**config.mk**
```make
export PLATFORM = sky130hd
export DESIGN_NAME = interrupt_responder
export DESIGN_NICKNAME = d
export VERILOG_FILES = /design/src/rtl/interrupt_pkg.sv /design/src/rtl/priority_encoder8.sv /design/src/rtl/interrupt_responder.sv
export SDC_FILE = /design/constraint.sdc
export NUM_CORES = 1
export LEC_CHECK = 0
export BUFFER_PORTS_ARGS = -buffer_cell sky130_fd_sc_hd__buf_2
export CORE_MARGIN = 2
export CORE_UTILIZATION = 42
export CTS_CLUSTER_DIAMETER = 150
export DETAILED_ROUTE_END_ITERATION = 8
export PLACE_DENSITY = 0.74
export SYNTH_ARGS = -nofsm -noshare
export SYNTH_HDL_FRONTEND = slang
export SYNTH_SLANG_ARGS = --single-unit
export TNS_END_PERCENT = 20
```
**constraint.sdc**
```tcl
create_clock -name clk -period 1.53 [get_ports clk]
set_clock_uncertainty 0.05 [all_clocks]
set_input_delay 0.153 -clock clk [delete_from_list [all_inputs] [get_ports clk]]
set_output_delay 0.153 -clock clk [all_outputs]
set_load 0.02 [all_outputs]
```
**src/rtl/interrupt_pkg.sv**
```systemverilog
// Shared types and sizing for the interrupt responder slice.
// Latency: n/a (package only).
// Backpressure: n/a (package only).
package interrupt_pkg;

  localparam int NUM_SRC = 8;
  localparam int VEC_W   = 3;

  // Handshake phases of one interrupt delivery to the CPU
  typedef enum logic [1:0] {
    ST_IDLE    = 2'd0,
    ST_REQ     = 2'd1,
    ST_VEC     = 2'd2,
    ST_SERVICE = 2'd3
  } state_t;

endpackage

```
**src/rtl/priority_encoder8.sv**
```systemverilog
// Fixed-priority encoder: returns the lowest-index set bit of an 8-bit word.
// Latency: purely combinational, zero cycles.
// Backpressure: none; output follows input every cycle.
module priority_encoder8 (
  input  logic [7:0] in,
  output logic [2:0] index,
  output logic       any
);

  // Scan from the top down so the lowest set bit is the last assignment and wins
  always_comb begin
    index = 3'd0;
    for (int i = 7; i >= 0; i--) begin
      if (in[i]) index = 3'(i);
    end
    any = |in;
  end

endmodule

```
**src/rtl/interrupt_responder.sv**
```systemverilog
// Sticky-status interrupt controller: raises irq, hands out a vector on ack, holds off until eoi.
// Latency: src pulse -> irq two edges later; ack in REQ -> vector_valid on the next cycle.
// Backpressure: new pending sources wait in statout while a vector is being delivered or serviced.
module interrupt_responder #(
  parameter int NUM_SRC = interrupt_pkg::NUM_SRC,
  parameter int VEC_W   = interrupt_pkg::VEC_W
) (
  input  logic               clk,
  input  logic               reset_n,
  input  logic [NUM_SRC-1:0] src,
  input  logic               mask_we,
  input  logic [NUM_SRC-1:0] mask_wdata,
  input  logic               ack,
  input  logic               eoi,
  output logic               irq,
  output logic [VEC_W-1:0]   vector,
  output logic               vector_valid,
  output logic [NUM_SRC-1:0] statout,
  output logic [NUM_SRC-1:0] intout,
  output logic               in_service
);

  import interrupt_pkg::*;

  state_t             state;
  logic [NUM_SRC-1:0] pending;
  logic [2:0]         winner;
  logic               any_pending;
  logic               ack_take;
  logic [NUM_SRC-1:0] ack_clr;

  assign pending = statout & intout;

  priority_encoder8 u_prio (
    .in    (pending),
    .index (winner),
    .any   (any_pending)
  );

  // An ack only counts while requesting and something is still pending to hand out
  always_comb begin
    ack_take = (state == ST_REQ) && ack && any_pending;
    ack_clr  = '0;
    if (ack_take) ack_clr[winner] = 1'b1;
  end

  // Sticky status: a new event on the same edge as the ack clear keeps the bit set
  always_ff @(posedge clk or negedge reset_n) begin
    if (!reset_n) statout <= '0;
    else          statout <= (statout & ~ack_clr) | src;
  end

  // Enable register, visible to the winner selection from the next cycle on
  always_ff @(posedge clk or negedge reset_n) begin
    if (!reset_n)     intout <= '0;
    else if (mask_we) intout <= mask_wdata;
  end

  // Delivery FSM with registered irq / vector / vector_valid / in_service
  always_ff @(posedge clk or negedge reset_n) begin
    if (!reset_n) begin
      state        <= ST_IDLE;
      irq          <= 1'b0;
      vector       <= '0;
      vector_valid <= 1'b0;
      in_service   <= 1'b0;
    end else begin
      case (state)
        ST_IDLE: begin
          if (any_pending) begin
            state <= ST_REQ;
            irq   <= 1'b1;
          end
        end
        ST_REQ: begin
          if (ack_take) begin
            state        <= ST_VEC;
            irq          <= 1'b0;
            vector       <= VEC_W'(winner);
            vector_valid <= 1'b1;
            in_service   <= 1'b1;
          end else if (!any_pending) begin
            // Masked or otherwise withdrawn before the CPU answered
            state <= ST_IDLE;
            irq   <= 1'b0;
          end
        end
        ST_VEC: begin
          state        <= ST_SERVICE;
          vector_valid <= 1'b0;
        end
        ST_SERVICE: begin
          if (eoi) begin
            state      <= ST_IDLE;
            in_service <= 1'b0;
          end
        end
        default: begin
          state        <= ST_IDLE;
          irq          <= 1'b0;
          vector_valid <= 1'b0;
          in_service   <= 1'b0;
        end
      endcase
    end
  end

endmodule

```
==> results.cfg <==
[run_status]
outcome = finished, violations left
violations = negative setup slack

[synthesis]
synth_top_area_share_pct = 56.14
synth_warnings = 0
synth-seq-cells = 24
yosys.area.top_type = dfrtp_1
synthTopCellsByCount = dfrtp_1, nand2_1, a21oi_1, mux2_2
yosys-top-cells-area = dfrtp_1, mux2_2, nand2_1
syn_nets = 118
synth.avg_cell_area_um2 = 11.03
synth_edf_count = 0
seq_area_frac_synth_pct = 56.14
synth_cell_types = 28
ys.flop_type = dfrtp_1
synth.most_common_cell = dfrtp_1
synth-async-reset-ratio_pct = 100.0
syn_area_um2 = 1070
syn-instance-count = 97

[global_route]
grt.busiest_layer = met2
grt_max_degree = 25
use_met1_pct = 24.51
overflow = 0
grt_pass1_wl_mm = 4.271
grt_util_met2_pct = 35.94
use_met3_pct = 3.005
grt_use_total_pct = 20.19
antenna_found_initial = 0
first_global_vias = 972

[sta]
period_share_pct = 104.2
hold_viol_final = 0
whs_ps = 17.73
relSlewSlack_pct = 64.46
rsz0062_at_grt = yes
drv_slew = 0
setup_viol = 2
max_freq_mhz = 627.5
worst_slew_pin_slew_ps = 533.1
fin_ws_ps = -63.59
min_period_ps = 1594

[critical_path]
endpoint_kind = flip-flop
worstPathArrival_ps = 1760
worst-setup-path-type = reg2reg
path_cells = nand2_2, a32o_2, a221o_2, o31a_1
path_buf_inv = 0
cp_top_family = compound AO/OA/AOI/OAI gates
cp-start-kind = flip-flop
critPathMaxStageDelay_ps = 420
critPathMaxFanout = 7
reg2reg_depth = 4
worstPathRequired_ps = 1690
reg2reg_slack_ps = -60
crit_path_top_delay_cell = a221o_2
startpoint = intout[6]
reg2reg_from = intout[6]
rr_endpoint = statout[2]

[place]
dpl_cell_area_um2 = 1393
io_buffers = 42
gp_congestion = 0.8350
dp_hpwl_mm = 1.933

[cts]
worstSkewPairLatency_ps = 310
post-cts-setup-buffer-count = 0
cts_sinks = 24
clkTransAtPathRegs_ps = 130
numCtsBuffers = 3
cts.htree.levels = 1
cts_tree = done
clk_path_buf_depth = 2
clockRootBuffer = clkbuf_4

[die]
start_util_pct = 43.58
boundaryPins = 43
fp-row-count = 18
die_area_um2 = 2967
fp.dieW_um = 54.47
die_h_um = 54.47
core_area_um2 = 2455

[pwr]
peakVddDrop_uv = 958.3
p_leak_uw = 0.0006828
p_per_area_nw_per_um2 = 1314

[route]
vias = 1004
wirelength_mm = 2.571
drt_iter0_markers = 20
vias_per_cell = 5.312
wl_per_cell_um = 13.60
dr.pass1.iters = 4
ant_nets = 0
drc = 0

[final_layout]
nets = 181
fill_cells = 220
diodes = 0
final_area_um2 = 1540
drive_gt1_share_pct = 49.06
area_delta_synth_final_pct = 43.98

[min_path]
worstHoldEndpoint = intout[1]
min_path_cells = 2
hold_path.class = in2reg
holdCritStartpoint = mask_wdata[1]

[run]
drv_cap = 0
## layout make-up
type / count / area (um2) / area share (%)
sequential: 24 / 608.1 / 39.48
multi-input combinational: 70 / 470.5 / 30.54
timing repair buffer: 60 / 367.9 / 23.88
tap: 30 / 37.54 / 2.437
clock inverter: 1 / 30.03 / 1.950
clock buffer: 3 / 22.52 / 1.462
inverter: 1 / 3.754 / 0.2437
## flip-flops by register name, summed over array words and instances (netlist names), named ones only
name / count
in_service: 1
intout: 8
irq: 1
state: 1
statout: 8
vector: 3
vector_valid: 1
## worst max-delay path by stage
stage,to,cells after the start,slack (ps)
after global routing,vector[0],4,-110
after CTS,statout[2],4,-80
after detailed placement,statout[2],4,-70
final,statout[2],4,-60
after floorplan,statout[2],4,-30
after global placement,statout[2],4,-5
## logic make-up after synthesis
logic type | share of synthesized area [%]
simple gates | 13.57
compound gates | 19.65
flops | 56.14
mux | 9.474
buf+inv | 1.168
## report_power, final
group          switching (uW)  internal [uW]
sequential                109            776
clock                     187            265
combinational             387            300
total                     683           1340
## stage by stage
stage | worst slack, ps | total power (uW) | TNS, ps | utilization, % | cells
2_1_floorplan | -31.27 | 1302 | -58.24 | - | 97
3_3_place_gp | -4.916 | 1550 | -4.916 | 56.73 | 176
3_5_place_dp | -71.53 | 1573 | -115.2 | 56.73 | 176
4_1_cts | -84.45 | 2037 | -160.1 | 61.72 | 187
5_1_grt | -114.3 | 2171 | -364.4 | 62.74 | 189
6_report | -63.59 | 2024 | -115.8 | 62.74 | 189
## cells in the final DEF (no fill, tap or decap)
master / synthesis / routed
nand2_2: 0 / 1
nand2_1: 15 / 14
buf_4: 0 / 9
and3b_1: 1 / 1
clkbuf_4: 0 / 3
or2_2: 2 / 2
o21ai_0: 6 / 6
a221o_2: 0 / 1
a41oi_1: 1 / 1
a21oi_1: 9 / 9
dfrtp_1: 24 / 18
nand4_1: 1 / 1
nand3b_1: 1 / 1
mux2_2: 9 / 8
a22oi_1: 2 / 1
mux2_4: 0 / 1
a22oi_2: 2 / 3
nand3_1: 1 / 1
nor3_1: 1 / 1
dfrtp_2: 0 / 6
nand4b_1: 1 / 1
inv_1: 1 / 1
o22a_1: 2 / 2
buf_2: 1 / 42
a21boi_0: 2 / 2
dlygate4sd3_1: 0 / 9
a21o_1: 1 / 1
nor2_1: 6 / 6
a22o_1: 2 / 2
bufinv_16: 0 / 1
or2_0: 1 / 1
or3_1: 1 / 1
a32o_2: 0 / 1
o31a_1: 1 / 1
## per-layer routing
layer | share of wire (%) | up-vias
met5 | 0 | -
met4 | 0.74 | 0
met3 | 3.9 | 2
met2 | 52 | 27
met1 | 43 | 493
li1 | - | 482
## timing repair
action	4_1_cts	5_1_grt
cloned	0	0
endpoints found under the hold margin	30	2
resized for setup	0	3
hold buffers	7	2
endpoints found under the setup margin	2	6
Power figures use the tool's default switching activity.
